**config.mk**
```make
export PLATFORM = sky130hd
export DESIGN_NAME = imem_arbiter
export DESIGN_NICKNAME = d
export VERILOG_FILES = /design/src/rtl/imem_arbiter_pkg.sv /design/src/rtl/imem_arb_starve.sv /design/src/rtl/imem_arbiter.sv
export SDC_FILE = /design/constraint.sdc
export NUM_CORES = 1
export LEC_CHECK = 0
export BUFFER_PORTS_ARGS = -buffer_cell sky130_fd_sc_hd__buf_2
export CAP_MARGIN = 10
export CORE_AREA = 2 2 105 107
export DETAILED_ROUTE_END_ITERATION = 7
export DIE_AREA = 0 0 107 109
export PLACE_DENSITY = 0.49
export SKIP_LAST_GASP = 1
export SYNTH_ARGS = -nofsm -noshare
export SYNTH_HDL_FRONTEND = slang
export SYNTH_SLANG_ARGS = --single-unit
```
**constraint.sdc**
```tcl
create_clock -name clk -period 1.6 [get_ports clk]
set_clock_uncertainty 0.1 [all_clocks]
set_input_delay 0.08 -clock clk [delete_from_list [all_inputs] [get_ports clk]]
set_output_delay 0.08 -clock clk [all_outputs]
set_load 0.01 [all_outputs]
```
**src/rtl/imem_arbiter_pkg.sv**
```systemverilog
// Shared widths, FSM encoding and defaults for the instruction-memory arbiter.
package imem_arbiter_pkg;

  localparam int ADDR_W         = 32;
  localparam int DATA_W         = 32;
  localparam int STARVE_MAX_DEF = 4;
  localparam int STARVE_CNT_W   = 4;

  localparam logic [0:0] ARB_BOOT = 1'b0;
  localparam logic [0:0] ARB_RUN  = 1'b1;

endpackage

```
**src/rtl/imem_arb_starve.sv**
```systemverilog
// Saturating count of consecutive cycles in which fetch asked but lost to the loader.
module imem_arb_starve
  import imem_arbiter_pkg::*;
#(
  parameter int STARVE_MAX = STARVE_MAX_DEF
) (
  input  logic clk,
  input  logic rst,
  input  logic i_run,
  input  logic i_f_req,
  input  logic i_f_gnt,
  output logic o_fetch_force
);

  logic [STARVE_CNT_W-1:0] r_starve_cnt;

  always_ff @(posedge clk or negedge rst) begin
    if (!rst) begin
      r_starve_cnt <= '0;
    end else if (!i_run || i_f_gnt || !i_f_req) begin
      r_starve_cnt <= '0;
    end else if (r_starve_cnt < STARVE_CNT_W'(STARVE_MAX)) begin
      r_starve_cnt <= r_starve_cnt + 1'b1;
    end
  end

  assign o_fetch_force = (r_starve_cnt >= STARVE_CNT_W'(STARVE_MAX));

endmodule

```
**src/rtl/imem_arbiter.sv**
```systemverilog
// Single-port instruction memory arbiter: loader-priority with fetch anti-starvation,
// fetch held off until boot completes, flush kills in-flight fetch responses.
module imem_arbiter
  import imem_arbiter_pkg::*;
#(
  parameter int ADDR       = ADDR_W,
  parameter int DATA       = DATA_W,
  parameter int STARVE_MAX = STARVE_MAX_DEF
) (
  input  logic            clk,
  input  logic            rst,
  input  logic            boot_done_i,
  input  logic            f_req_i,
  input  logic [ADDR-1:0] f_addr_i,
  input  logic            flush_i,
  output logic            f_gnt_o,
  output logic            f_rvalid_o,
  output logic [DATA-1:0] f_rdata_o,
  input  logic            l_req_i,
  input  logic            l_we_i,
  input  logic [ADDR-1:0] l_addr_i,
  input  logic [DATA-1:0] l_wdata_i,
  output logic            l_gnt_o,
  output logic            l_rvalid_o,
  output logic [DATA-1:0] l_rdata_o,
  output logic            m_en_o,
  output logic            m_we_o,
  output logic [ADDR-1:0] m_addr_o,
  output logic [DATA-1:0] m_wdata_o,
  input  logic [DATA-1:0] m_rdata_i
);

  logic [0:0] r_state;
  logic       r_f_pend;
  logic       r_l_pend;
  logic       w_run;
  logic       w_fetch_force;
  logic       w_f_gnt;
  logic       w_l_gnt;

  assign w_run = (r_state == ARB_RUN);

  always_ff @(posedge clk or negedge rst) begin
    if (!rst) begin
      r_state <= ARB_BOOT;
    end else if (r_state == ARB_BOOT && boot_done_i) begin
      r_state <= ARB_RUN;
    end
  end

  // Grants are gated by rst so nothing reaches the memory while reset is held.
  always_comb begin
    w_f_gnt = 1'b0;
    w_l_gnt = 1'b0;
    if (rst) begin
      if (!w_run) begin
        w_l_gnt = l_req_i;
      end else if (f_req_i && l_req_i) begin
        w_f_gnt = w_fetch_force;
        w_l_gnt = !w_fetch_force;
      end else begin
        w_f_gnt = f_req_i;
        w_l_gnt = l_req_i;
      end
    end
  end

  imem_arb_starve #(
    .STARVE_MAX (STARVE_MAX)
  ) u_starve (
    .clk           (clk),
    .rst           (rst),
    .i_run         (w_run),
    .i_f_req       (f_req_i),
    .i_f_gnt       (w_f_gnt),
    .o_fetch_force (w_fetch_force)
  );

  always_ff @(posedge clk or negedge rst) begin
    if (!rst) begin
      r_f_pend <= 1'b0;
      r_l_pend <= 1'b0;
    end else begin
      r_f_pend <= w_f_gnt && !flush_i;
      r_l_pend <= w_l_gnt && !l_we_i;
    end
  end

  assign f_gnt_o    = w_f_gnt;
  assign l_gnt_o    = w_l_gnt;
  assign f_rvalid_o = r_f_pend && !flush_i;
  assign l_rvalid_o = r_l_pend;
  assign f_rdata_o  = m_rdata_i;
  assign l_rdata_o  = m_rdata_i;

  assign m_en_o    = w_f_gnt || w_l_gnt;
  assign m_we_o    = w_l_gnt && l_we_i;
  assign m_addr_o  = w_f_gnt ? f_addr_i : (w_l_gnt ? l_addr_i : '0);
  assign m_wdata_o = l_wdata_i;

endmodule

```
Word-level counts from Yosys, hierarchy flattened
Cells that the tools add are included.

storage, ports and cells
  bits in registers = 7
  input port bits = 135
  output and inout bits = 134
  logic and storage cells = 33

cells by class
  add/subtract/negate cells = 1
  magnitude comparators = 2
  muxes and demuxes = 10
  bitwise logic cells = 1
  reductions and logical operators = 15

operators by type and width
  kind                   number
  $mux W32               2
  $mux W4                2
  $logic_and A1 B1 Y1    6
  $mux W1                6
  $logic_not A1 Y1       5
  $add A4 B1 Y4 const B  1
  $ge A4 B3 Y1 const B   1
  $lt A4 B3 Y1 const B   1
  $logic_or A1 B1 Y1     3
  $reduce_bool A2 Y1     1
  $not A1 Y1             1

Longest topological paths before layout
  depth in word-level cells = 7
  mapped depth = 5
  depth with buffers taken out = 3

Hierarchy
A second synthesis with hierarchy kept.

second synthesis, totals
  cell total of the unflattened synthesis = 167
  area total of the unflattened synthesis = 1401.3 um2

by module, submodules not included
  module           instances  cells each  area an instance (um2)  seq. area each (um2)
  imem_arbiter     1          149         1219.9                  75.1
  imem_arb_starve  1          18          181.4                   100.1

Worst setup path before layout
Ideal clock, no wire load.

  path kind = register to output
  start point = register u_starve.r_starve_cnt[2]
  end point = output m_we_o
  data arrival time = 1.264 ns
  data required time = 1.420 ns
  path slack = 0.156 ns
  stages on the path, launching flop included = 6
  path buffers = 2
  path through = dfrtp_1 nor2_2 o211a_1 buf_4 buf_4 and2_1

between the ends
  word-level cells in the longest chain between the ends = 6

ends and longest elaborated chain
  element                 RTL line               source
  start, declared         imem_arb_starve.sv:15  logic [STARVE_CNT_W-1:0] r_starve_cnt;
  start signal, assigned  imem_arb_starve.sv:23  r_starve_cnt <= r_starve_cnt + 1'b1;
  $ge A4 B3 Y1            imem_arb_starve.sv:27  assign o_fetch_force = (r_starve_cnt >= STARVE_CNT_W'(STARVE_MAX));
  $logic_not A1 Y1        imem_arbiter.sv:60     w_l_gnt = !w_fetch_force;
  $mux W1                 imem_arbiter.sv:58     end else if (f_req_i && l_req_i) begin
  $mux W1                 imem_arbiter.sv:56     if (!w_run) begin
  $mux W1                 imem_arbiter.sv:55     if (rst) begin
  via l_gnt_o             imem_arbiter.sv:23     output logic l_gnt_o,
  $logic_and A1 B1 Y1     imem_arbiter.sv:97     assign m_we_o = w_l_gnt && l_we_i;
  end, declared           imem_arbiter.sv:27     output logic m_we_o,

The timed path passes the listed nets, and every way through them passes these cells.

Final worst setup path
  start point = register u_starve.r_starve_cnt[3]
  end point = output m_addr_o[8]

between the ends
  word-level cells in the longest chain between the ends = 7
  elaborated cells on any way between the ends = 10
  classes of those cells = order compare (1); mux (8); reduce/logical (1)

ends and longest elaborated chain
  element           RTL line               source
  $ge A4 B3 Y1 *    imem_arb_starve.sv:27
  $logic_not A1 Y1  imem_arbiter.sv:60
  $mux W1           imem_arbiter.sv:58
  $mux W1           imem_arbiter.sv:56
  $mux W1           imem_arbiter.sv:55
  $mux W32          imem_arbiter.sv:98     assign m_addr_o = w_f_gnt ? f_addr_i : (w_l_gnt ? l_addr_i : '0);
  $mux W32 *        imem_arbiter.sv:98
  end, declared     imem_arbiter.sv:28     output logic [ADDR-1:0] m_addr_o,

Mark *: on every way between the ends. The rest lies on a longest branch, timed or not.

==> summary.md <==
| Metric | Value |
|---|---|
| Status | `complete, but fails checks` |
| Violated checks | `setup timing` |
| Worst-path clk slew | `approximately 0.040 ns` |
| CP cell instances | `nor2_4, o211a_1, buf_12, a22o_1, buf_6` |
| Synth top area cells | `buf_4, a22o_1, dfrtp_1` |
| PnR worst setup slack | `-0.1005 ns` |
| Vias | `1191` |
| Peak supply drop | `approximately 250 uV` |
| Sequential element share of the synthesized area | `0.1243` |
| Initial drt markers | `7` |
| Post-Synthesis Cells | `roughly 170` |
| Top-count cell post-synth | `buf_4` |
| Largest net degree at the start of global routing | `26` |
| Post-synth top area share | `0.5275` |
| Die Wd | `~110 um` |
| Antenna cells | `0` |
| Core area | `between 0.01 and 0.015 mm2` |
| Max-Cap Viols | `0` |
| Startpoint types | `flop` |
| Port bufs | `between 100 and 150` |
| Leakage | `slightly below 0.9 nW` |
| H-tree depth | `1` |
| First-pass GRT wire length | `around 5100 um` |
| Global route overflow | `0` |
| Gr usage total | `0.05818` |
| CTS tree | `done` |
| Complex-gate fraction of the synthesized area | `0.2513` |
| Post-synth EDFFs | `0` |
| Final ANT Viol Nets | `0` |
| Commonest register cell after synthesis | `dfrtp_1` |
| Commonest cells post-synth | `buf_4, a22o_1, dfrtp_1, buf_6` |
| Final Hold Fails | `0` |
| CP peak stage delay | `roughly 0.40 ns` |
| Cell row count | `38` |
| Total die area | `0.01166 mm2` |
| Post-route clock period utilization | `1.063` |
| Synth warn | `0` |
| Synth Area in XOR/XNOR | `0` |
| Area Overhead vs Synth | `14.74%` |
| Buffers & Inverters on Critical Path | `2` |
| Area after DPL | `around 0.0014 mm2` |
| PD cells | `between 400 and 500 mW/mm2` |
| Minimum clock period | `1.701 ns` |
| RD Place Congestion | `about 0.67` |
| Initial antenna violation count | `0` |
| Via-per-instance ratio | `3.555` |
| Layout cells sized above 1 | `0.6718` |
| Relative slew slack | `0.8312` |
| Syn_area_per_cell | `approximately 8.4 um2` |
| Post-Syn Area | `0.001409 mm2` |
| Final setup fails | `34` |
| CP Capture Type | `output port` |
| Critical Path RT | `approximately 1.4 ns` |
| CP Data Arrival Time | `about 1.5 ns` |
| Slew Viols, Final | `0` |
| RSZ-0062 raised after global routing | `yes` |
| CTS sink cnt | `7` |
| Fin nets | `around 330` |
| Mux share of post-synthesis cell area | `0` |
| Clock Path Buffers | `2` |
| Slowest-stage cell, CP | `dfrtp_1` |
| CP Max Fanout | `25` |
| # IOs | `between 200 and 300` |
| Remaining DRCs | `0` |
| DRT Pass-1 Iters | `3` |
| Simple logic cell fraction of the synthesized area | `0.05062` |
| Initial Util | `0.1329` |
| Combinational family with the most area after synthesis | `buffers and inverters` |
| CTS Root Cell | `clkbuf_8` |
| Post-route non-filler standard cell count | `around 340` |
| Die height | `approximately 110 um` |
| Worst Tran Pin Value | `about 0.25 ns` |
| Post-Synth Adder-Cell Area | `0.008881` |
| Max Clock Freq | `approximately 0.6 GHz` |
| Type of the most critical hold path | `in -> reg` |
| Clock latency on the worst-skew pair | `about 0.23 ns` |
| Post-route cell area | `0.001617 mm2` |
| Num CTS Buffers | `3` |
| Post-synth top area cell | `buf_4` |
| Avg WL per Cell | `about 13 um` |
| Final Routed Wirelength | `roughly 4200 um` |
| Seq cells post-synth | `7` |
| Number of distinct library cells after synthesis | `20` |
| Number of global-route vias before repair | `between 1000 and 1500` |
| # placed instances | `319` |
| Family with the most delay on the worst path | `compound AO/OA/AOI/OAI gates` |
| Share of flip-flops with an asynchronous set or reset | `1.000` |
| Syn_nets | `~300` |
| CP Class | `reg -> out` |
[registers in the layout (all words and copies together) (netlist names)]
register,flops
l_rvalid_o,1
r_f_pend,1
r_state,1
u_starve.r_starve_cnt,4
[timing repair]
item,4_1_cts,5_1_grt
endpoints found under the setup margin,34,34
pin swaps,1,21
hold buffers,4,0
gates resized for setup,4,4
gates cloned,0,2
buffers inserted,4,2
endpoints found under the hold margin,9,0
[path summary, 6_finish.rpt]
check / startpoint / end / slack [ns] / depth (start not counted)
max: u_starve.r_starve_cnt[3] / m_addr_o[8] / -0.10 / 5
min: flush_i / r_f_pend / 0.04 / 2
max reg2reg: u_starve.r_starve_cnt[3] / r_f_pend / 0.22 / 6
min reg2reg: r_state / r_state / 0.49 / 2
max in group asynchronous: rst / l_rvalid_o / 0.90 / 3
min in group asynchronous: rst / u_starve.r_starve_cnt[0] / 0.10 / 2
[stage by stage]
| stage | util | hold WS [ns] | setup slack (ns) | TNS (ns) | power, mW |
|---|---|---|---|---|---|
| 2_1_floorplan | - | -0.3156 | 0.1564 | 0 | 0.5769 |
| 3_3_place_gp | 0.1333 | -0.2157 | 0.08992 | 0 | 0.4929 |
| 3_5_place_dp | 0.1333 | -0.2163 | 0.05833 | 0 | 0.4959 |
| 4_1_cts | 0.1457 | 0.03239 | -0.1097 | -1.724 | 0.7689 |
| 5_1_grt | 0.1525 | 0.03893 | -0.1780 | -4.498 | 0.8268 |
| 6_report | 0.1525 | 0.03872 | -0.1005 | -2.164 | 0.7747 |
[worst register-to-register path, delay by kind of cell (launching register included)]
kind                   cells  cell delay (ns)
and+or+nand+nor            2             0.30
buffers and inverters      3             0.39
AOI/OAI and AO/OA          1             0.08
DFF                        1             0.40
[placed cells by master, fill, tap and decap left out, types with 2 or more instances in the layout]
master,instances
buf_6,7
a21oi_1,3
dfrtp_1,7
nor2b_1,2
o211ai_1,3
a22o_1,32
inv_1,2
buf_12,2
nor3_1,2
buf_4,7
clkbuf_8,3
dlygate4sd3_1,4
nor2_1,2
buf_2,106
[where the power goes]
part           switching, mW  internal (mW)
registers            0.00523          0.185
clock network         0.0833          0.169
logic                  0.146          0.187
[cell families (layout without fill, tap and decap cells)]
kind of cell | count (synthesis) | count (layout)
buf+inv | 105 | 133
compound gates | 41 | 41
simple gates | 13 | 13
flops | 7 | 7
fa+ha+maj | 1 | 1
[final cells by class]
class                      instances  area [um2]
inverter                           2       7.507
sequential                         7       175.2
clock inverter                     1       5.005
timing repair buffer             127       767.0
tap                              140       175.2
multi-input combinational         55       445.4
clock buffer                       3       41.29
fill                            1203        8986
[routing by layer]
| metal | up-vias | global-route usage | wire, um |
|---|---|---|---|
| li1 | 537 | - | - |
| met1 | 518 | 0.04381 | 1274 |
| met2 | 103 | 0.1228 | 2290 |
| met3 | 33 | 0.02152 | 502 |
| met4 | 0 | 0.03247 | 159 |
| met5 | - | 0 | 0 |
Power figures use the tool's default switching activity.
